[config.mk]
export PLATFORM = sky130hd
export DESIGN_NAME = anti_theft_fsm
export DESIGN_NICKNAME = d
export VERILOG_FILES = /design/src/rtl/anti_theft_fsm.sv
export SDC_FILE = /design/constraint.sdc
export NUM_CORES = 1
export LEC_CHECK = 0
export BUFFER_PORTS_ARGS = -buffer_cell sky130_fd_sc_hd__buf_2
export CAP_MARGIN = 20
export CELL_PAD_IN_SITES_DETAIL_PLACEMENT = 1
export CELL_PAD_IN_SITES_GLOBAL_PLACEMENT = 1
export CORE_MARGIN = 1.5
export CORE_UTILIZATION = 41
export CTS_BUF_LIST = sky130_fd_sc_hd__clkbuf_4 sky130_fd_sc_hd__clkbuf_8
export DETAILED_ROUTE_END_ITERATION = 8
export PLACE_DENSITY = 0.82
export SLEW_MARGIN = 0
export SYNTH_ARGS = -nofsm -noshare
export SYNTH_HDL_FRONTEND = slang
export SYNTH_SLANG_ARGS = --single-unit
[constraint.sdc]
create_clock -name clock -period 1.9 [get_ports clock]
set_input_delay 0.19 -clock clock [delete_from_list [all_inputs] [get_ports clock]]
set_output_delay 0.19 -clock clock [all_outputs]
set_load 0.01 [all_outputs]
[src/rtl/anti_theft_fsm.sv]
// anti_theft_fsm
// Control FSM for the car anti-theft system. Sits directly upstream of the
// countdown timer: it selects the delay interval, issues one-cycle
// start_timer pulses, and consumes the timer's expired level. It also drives
// the siren and the status LED, which blinks from the timer's 1 Hz tick while
// the car is armed.
//
// Every output is a register. The next value of each output is computed
// together with the next state, so the outputs always describe the state
// the FSM has just entered.
//
// expired is ignored while start_timer is high. During that cycle the timer
// is still reloading, and its expired flag may be left over from the
// previous countdown.

module anti_theft_fsm #(
  parameter logic STATUS_BLINK = 1'b1
) (
  input  logic       clock,
  input  logic       reset,
  input  logic       ignition,
  input  logic       door_driver,
  input  logic       door_passenger,
  input  logic       reprogram,
  input  logic       expired,
  input  logic       one_hz_enable,
  output logic [1:0] interval,
  output logic       start_timer,
  output logic       siren,
  output logic       status
);

  // State encoding. 3'b111 is unused and recovers to ARMED.
  localparam logic [2:0] ST_ARMED           = 3'd0;
  localparam logic [2:0] ST_TRIGGERED       = 3'd1;
  localparam logic [2:0] ST_SOUND_ALARM     = 3'd2;
  localparam logic [2:0] ST_DISARMED_IGN    = 3'd3;
  localparam logic [2:0] ST_WAIT_DOOR_OPEN  = 3'd4;
  localparam logic [2:0] ST_WAIT_DOOR_CLOSE = 3'd5;
  localparam logic [2:0] ST_ARM_DELAY       = 3'd6;

  // Interval codes presented to the timer's time-parameter lookup.
  localparam logic [1:0] IV_ARM_DELAY       = 2'b00;
  localparam logic [1:0] IV_DRIVER_DELAY    = 2'b01;
  localparam logic [1:0] IV_PASSENGER_DELAY = 2'b10;
  localparam logic [1:0] IV_ALARM_ON        = 2'b11;

  logic [2:0] state_r;
  logic [1:0] interval_r;
  logic       start_timer_r;
  logic       siren_r;
  logic       status_r;

  logic [2:0] state_s;
  logic [1:0] interval_s;
  logic       start_timer_s;
  logic       siren_s;
  logic       status_s;

  logic       expired_valid_s;
  logic       door_any_s;

  // Status LED value while in ARMED.
  // With blinking, the LED starts dark on entry and then toggles on each
  // tick. Without blinking, it is a steady 1.
  function automatic logic armed_status(input logic blink,
                                        input logic entering,
                                        input logic current,
                                        input logic tick);
    logic result;
    if (!blink) begin
      result = 1'b1;
    end else if (entering) begin
      result = 1'b0;
    end else begin
      result = current ^ tick;
    end
    return result;
  endfunction

  // Qualify expired and summarise the doors.
  always_comb begin
    expired_valid_s = expired & ~start_timer_r;
    door_any_s      = door_driver | door_passenger;
  end

  // Next-state and start/interval selection.
  // Priority: reprogram > ignition > door/expired.
  always_comb begin
    state_s       = state_r;
    interval_s    = interval_r;
    start_timer_s = 1'b0;

    if (reprogram) begin
      state_s    = ST_ARMED;
      interval_s = IV_ARM_DELAY;
    end else begin
      case (state_r)
        ST_ARMED: begin
          // Ignition is deliberately ignored here.
          // The driver door wins when both doors open in the same cycle.
          if (door_driver) begin
            state_s       = ST_TRIGGERED;
            interval_s    = IV_DRIVER_DELAY;
            start_timer_s = 1'b1;
          end else if (door_passenger) begin
            state_s       = ST_TRIGGERED;
            interval_s    = IV_PASSENGER_DELAY;
            start_timer_s = 1'b1;
          end else begin
            state_s = ST_ARMED;
          end
        end

        ST_TRIGGERED: begin
          if (ignition) begin
            state_s = ST_DISARMED_IGN;
          end else if (expired_valid_s) begin
            state_s       = ST_SOUND_ALARM;
            interval_s    = IV_ALARM_ON;
            start_timer_s = 1'b1;
          end else begin
            state_s = ST_TRIGGERED;
          end
        end

        ST_SOUND_ALARM: begin
          // Keep sounding in ALARM_ON periods while any door stays open.
          if (ignition) begin
            state_s = ST_DISARMED_IGN;
          end else if (expired_valid_s && !door_any_s) begin
            state_s = ST_ARMED;
          end else if (expired_valid_s) begin
            state_s       = ST_SOUND_ALARM;
            interval_s    = IV_ALARM_ON;
            start_timer_s = 1'b1;
          end else begin
            state_s = ST_SOUND_ALARM;
          end
        end

        ST_DISARMED_IGN: begin
          if (!ignition) begin
            state_s = ST_WAIT_DOOR_OPEN;
          end else begin
            state_s = ST_DISARMED_IGN;
          end
        end

        ST_WAIT_DOOR_OPEN: begin
          // Only the driver leaving the car starts the re-arm sequence.
          if (ignition) begin
            state_s = ST_DISARMED_IGN;
          end else if (door_driver) begin
            state_s = ST_WAIT_DOOR_CLOSE;
          end else begin
            state_s = ST_WAIT_DOOR_OPEN;
          end
        end

        ST_WAIT_DOOR_CLOSE: begin
          if (ignition) begin
            state_s = ST_DISARMED_IGN;
          end else if (!door_driver) begin
            state_s       = ST_ARM_DELAY;
            interval_s    = IV_ARM_DELAY;
            start_timer_s = 1'b1;
          end else begin
            state_s = ST_WAIT_DOOR_CLOSE;
          end
        end

        ST_ARM_DELAY: begin
          // A door reopening abandons the countdown. The start pulse is
          // re-issued only when the driver door closes again.
          if (ignition) begin
            state_s = ST_DISARMED_IGN;
          end else if (door_any_s) begin
            state_s = ST_WAIT_DOOR_CLOSE;
          end else if (expired_valid_s) begin
            state_s = ST_ARMED;
          end else begin
            state_s = ST_ARM_DELAY;
          end
        end

        default: begin
          // Unused encoding: fall back to the safe armed state.
          state_s    = ST_ARMED;
          interval_s = IV_ARM_DELAY;
        end
      endcase
    end
  end

  // Siren and status LED, derived from the state being entered.
  always_comb begin
    siren_s  = 1'b0;
    status_s = 1'b0;

    case (state_s)
      ST_SOUND_ALARM: begin
        siren_s  = 1'b1;
        status_s = 1'b1;
      end

      ST_TRIGGERED: begin
        siren_s  = 1'b0;
        status_s = 1'b1;
      end

      ST_ARMED: begin
        siren_s = 1'b0;
        if (reprogram) begin
          status_s = 1'b0;
        end else begin
          status_s = armed_status(STATUS_BLINK, (state_r != ST_ARMED),
                                  status_r, one_hz_enable);
        end
      end

      default: begin
        siren_s  = 1'b0;
        status_s = 1'b0;
      end
    endcase
  end

  // State and output registers. Reset is asynchronous and also drops any
  // start pulse that is in flight.
  always_ff @(posedge clock or posedge reset) begin
    if (reset) begin
      state_r       <= ST_ARMED;
      interval_r    <= IV_ARM_DELAY;
      start_timer_r <= 1'b0;
      siren_r       <= 1'b0;
      status_r      <= 1'b0;
    end else begin
      state_r       <= state_s;
      interval_r    <= interval_s;
      start_timer_r <= start_timer_s;
      siren_r       <= siren_s;
      status_r      <= status_s;
    end
  end

  // Drive the outputs from their registers.
  always_comb begin
    interval    = interval_r;
    start_timer = start_timer_r;
    siren       = siren_r;
    status      = status_r;
  end

endmodule

==> out/results.tsv <==
metric	value	unit
die_h	41.31	um
syn_to_final_growth	15.80	%
path_clk_slew	60	ps
drc	0	
finalHoldViolCount	0	
arrival	1870	ps
yosys.cell_types.count	34	
power_density	764.0	nW/um^2
synth_top_area_cell	dfrtp_1	
vias	553	
cts_num_sinks	8	
ys_ff_latch	8	
crit_type	reg2reg	
r2r-start	start_timer	
dp_hpwl	1106	um
final_cell_count_no_fill	92	
ys.flop_type	dfrtp_1	
num_rows	13	
power.total	532.4	uW
critPathLaunchType	flop	
drive_above_1_share	31.17	%
syn_nets	72	
wl_per_cell	16.13	um
grt.total_usage	21.84	%
synthTopCellsByArea	dfrtp_1 33%, nor3_1 5.0%, a211oi_1 5.0%, a211oi_2 4.2%, nor4b_4 4.0%	
total_leakage_power	0.0002936	uW
status	complete, no violations	
cts_tree	yes	
avgSynthCellArea	9.404	um^2
cp.required	2040	ps
timing.fmax	0.5795	GHz
ys_seq_area_share	33.26	%
die_w	41.31	um
maxSlewViolCount	0	
worst_pin_slew	423.7	ps
portBuffers	12	
grt_max_degree	11	
crit_fanout	4	
avgViaCountPerCell	6.011	
core	1334	um^2
num_io_pins	13	
setup_viol	0	
syn_inst	64	
post-route-min-period	1726	ps
final_antenna_net_count	0	
synth_edf_count	0	
clock_skew	13.41	ps
fin_area	696.9	um^2
wl	1484	um
place_area	664.4	um^2
critPathSlowestCell	dfrtp_1	
grt_pass1_vias	548	
synthArstFlopShare	100.0	%
peakVddDrop	0.0004331	V
start_util	45.12	%
root_buffer	clkbuf_4	
path_cells	or3b_4 > a211oi_2 > a21oi_1 > o21ai_2 > mux2_1	
min_period_over_period	90.82	%
crit_path_max_incr_delay	430	ps
nNetsFinal	87	
rsz0062_at_grt	false	
first_iter_violations	6	
hold_class	in2reg	
dp_cells	88	
syn_area	601.8	um^2
startpoint	start_timer	
slew_headroom	71.02	%
antenna_found_initial	0	
dieArea	1707	um^2
clk_latency	260	ps
numCtsBuffers	3	
antenna_cells	0	
yosys_warnings	0	
grt_pass1_wl	2373	um
cts_buffer_depth	2	
dr.pass1.iters	4	
setup-tns-final	0	ps
worst_slack	174.4	ps
drv_cap	0	
synth_top_area_share	33.26	%
place_congestion	0.7581	
cts-htree-levels	1	
gr-total-overflow	0	
cp-end-kind	flop	
min-delay-start	reprogram	
cts_resized	0	
place_ws	163.0	ps
[per-stage QoR]
| stage | hold slack [ps] | utilization [%] |
|---|---|---|
| 2_1_floorplan | 5.658 | - |
| 3_3_place_gp | 144.6 | 49.81 |
| 3_5_place_dp | 157.5 | 49.81 |
| 5_1_grt | 226.7 | 52.25 |
| 4_1_cts | 192.0 | 52.25 |
| 6_report | 202.1 | 52.25 |
[logic make-up after synthesis]
group	Yosys count	synth area share (%)
buffers and inverters	7	7.065
AO/OA/AOI/OAI	20	26.82
XOR/XNOR	1	1.456
multiplexers	2	3.742
flip-flops	8	33.26
AND/OR/NAND/NOR	26	27.65
[routing by layer]
layer | vias to the layer above | share of wire, % | track usage [%] | wire, um
li1 | 272 | - | - | -
met1 | 265 | 47 | 26.91 | 698
met2 | 16 | 49 | 37.50 | 723
met3 | 0 | 4.2 | 3.191 | 62
met4 | 0 | 0 | 9.677 | 0
met5 | - | 0 | 0 | 0
[where the power goes]
part           internal [uW]  total, uW  leakage [uW]  switching (uW)
registers                194        222      0.000103            27.2
logic                   84.1        179      0.000177            94.5
clock network           72.4        132     0.0000138            59.8
total                    351        532      0.000294             181
[what timing repair did]
action | CTS | global route
hold buffers | 1 | 0
hold endpoints to repair | 8 | 0
buffers inserted | 0 | 0
[synthesized netlist by cell type (2+ instances only)]
| cell type | count |
|---|---|
| a21oi_1 | 2 |
| mux2_1 | 2 |
| a31oi_1 | 3 |
| nor2_1 | 6 |
| dfrtp_1 | 8 |
| o21ai_0 | 2 |
| buf_4 | 2 |
| a211oi_2 | 2 |
| nor3b_1 | 2 |
| a211oi_1 | 4 |
| nor3_1 | 6 |
| nand2b_1 | 3 |
[final timing paths]
kind / endpoint / slack, ps / cells past startpoint
worst max-delay path: interval[0] / 170 / 5
worst min-delay path: start_timer / 200 / 2
worst max register to register: interval[0] / 170 / 5
worst min register to register: interval[0] / 500 / 1
max in group asynchronous: state_r[1] / 1220 / 3
min in group asynchronous: status / 430 / 3
[sequential cells by signal (all words and copies together) (netlist names)]
signal,count
start_timer,1
siren,1
status,1
interval,2
state_r,3
[cell usage in the layout, fill, tap and decap left out, drive strengths merged]
cell / n
dfrtp: 8
a2111oi: 1
inv: 1
nor2: 6
nor4bb: 1
a211oi: 6
o211ai: 1
clkbuf: 3
a31oi: 3
and2: 1
o21ai: 3
nand2b: 3
o21a: 1
mux2: 2
nor4: 1
nor4b: 1
xor2: 1
dlygate4sd3: 1
buf: 15
o41a: 1
a2bb2oi: 1
or3: 1
a21oi: 2
nand2: 1
a311oi: 1
nor2b: 1
or2: 1
or3b: 1
nor3: 6
nor3b: 2
[critical path: cells and delay by family (launching register included)]
| kind | cells | cell delay, ps |
|---|---|---|
| simple gates | 1 | 410 |
| flops | 1 | 430 |
| mux | 1 | 340 |
| compound gates | 3 | 430 |
[area by class of cell]
type                    count  area, um^2
well taps                  15       18.77
clock buffers               3       22.52
inverters                   1       3.754
multi-input cells          49       359.1
flip-flops and latches      8       200.2
repair buffers             16       92.59
fillers                   183       636.9
Note: power is estimated with default switching activity, not from simulation.
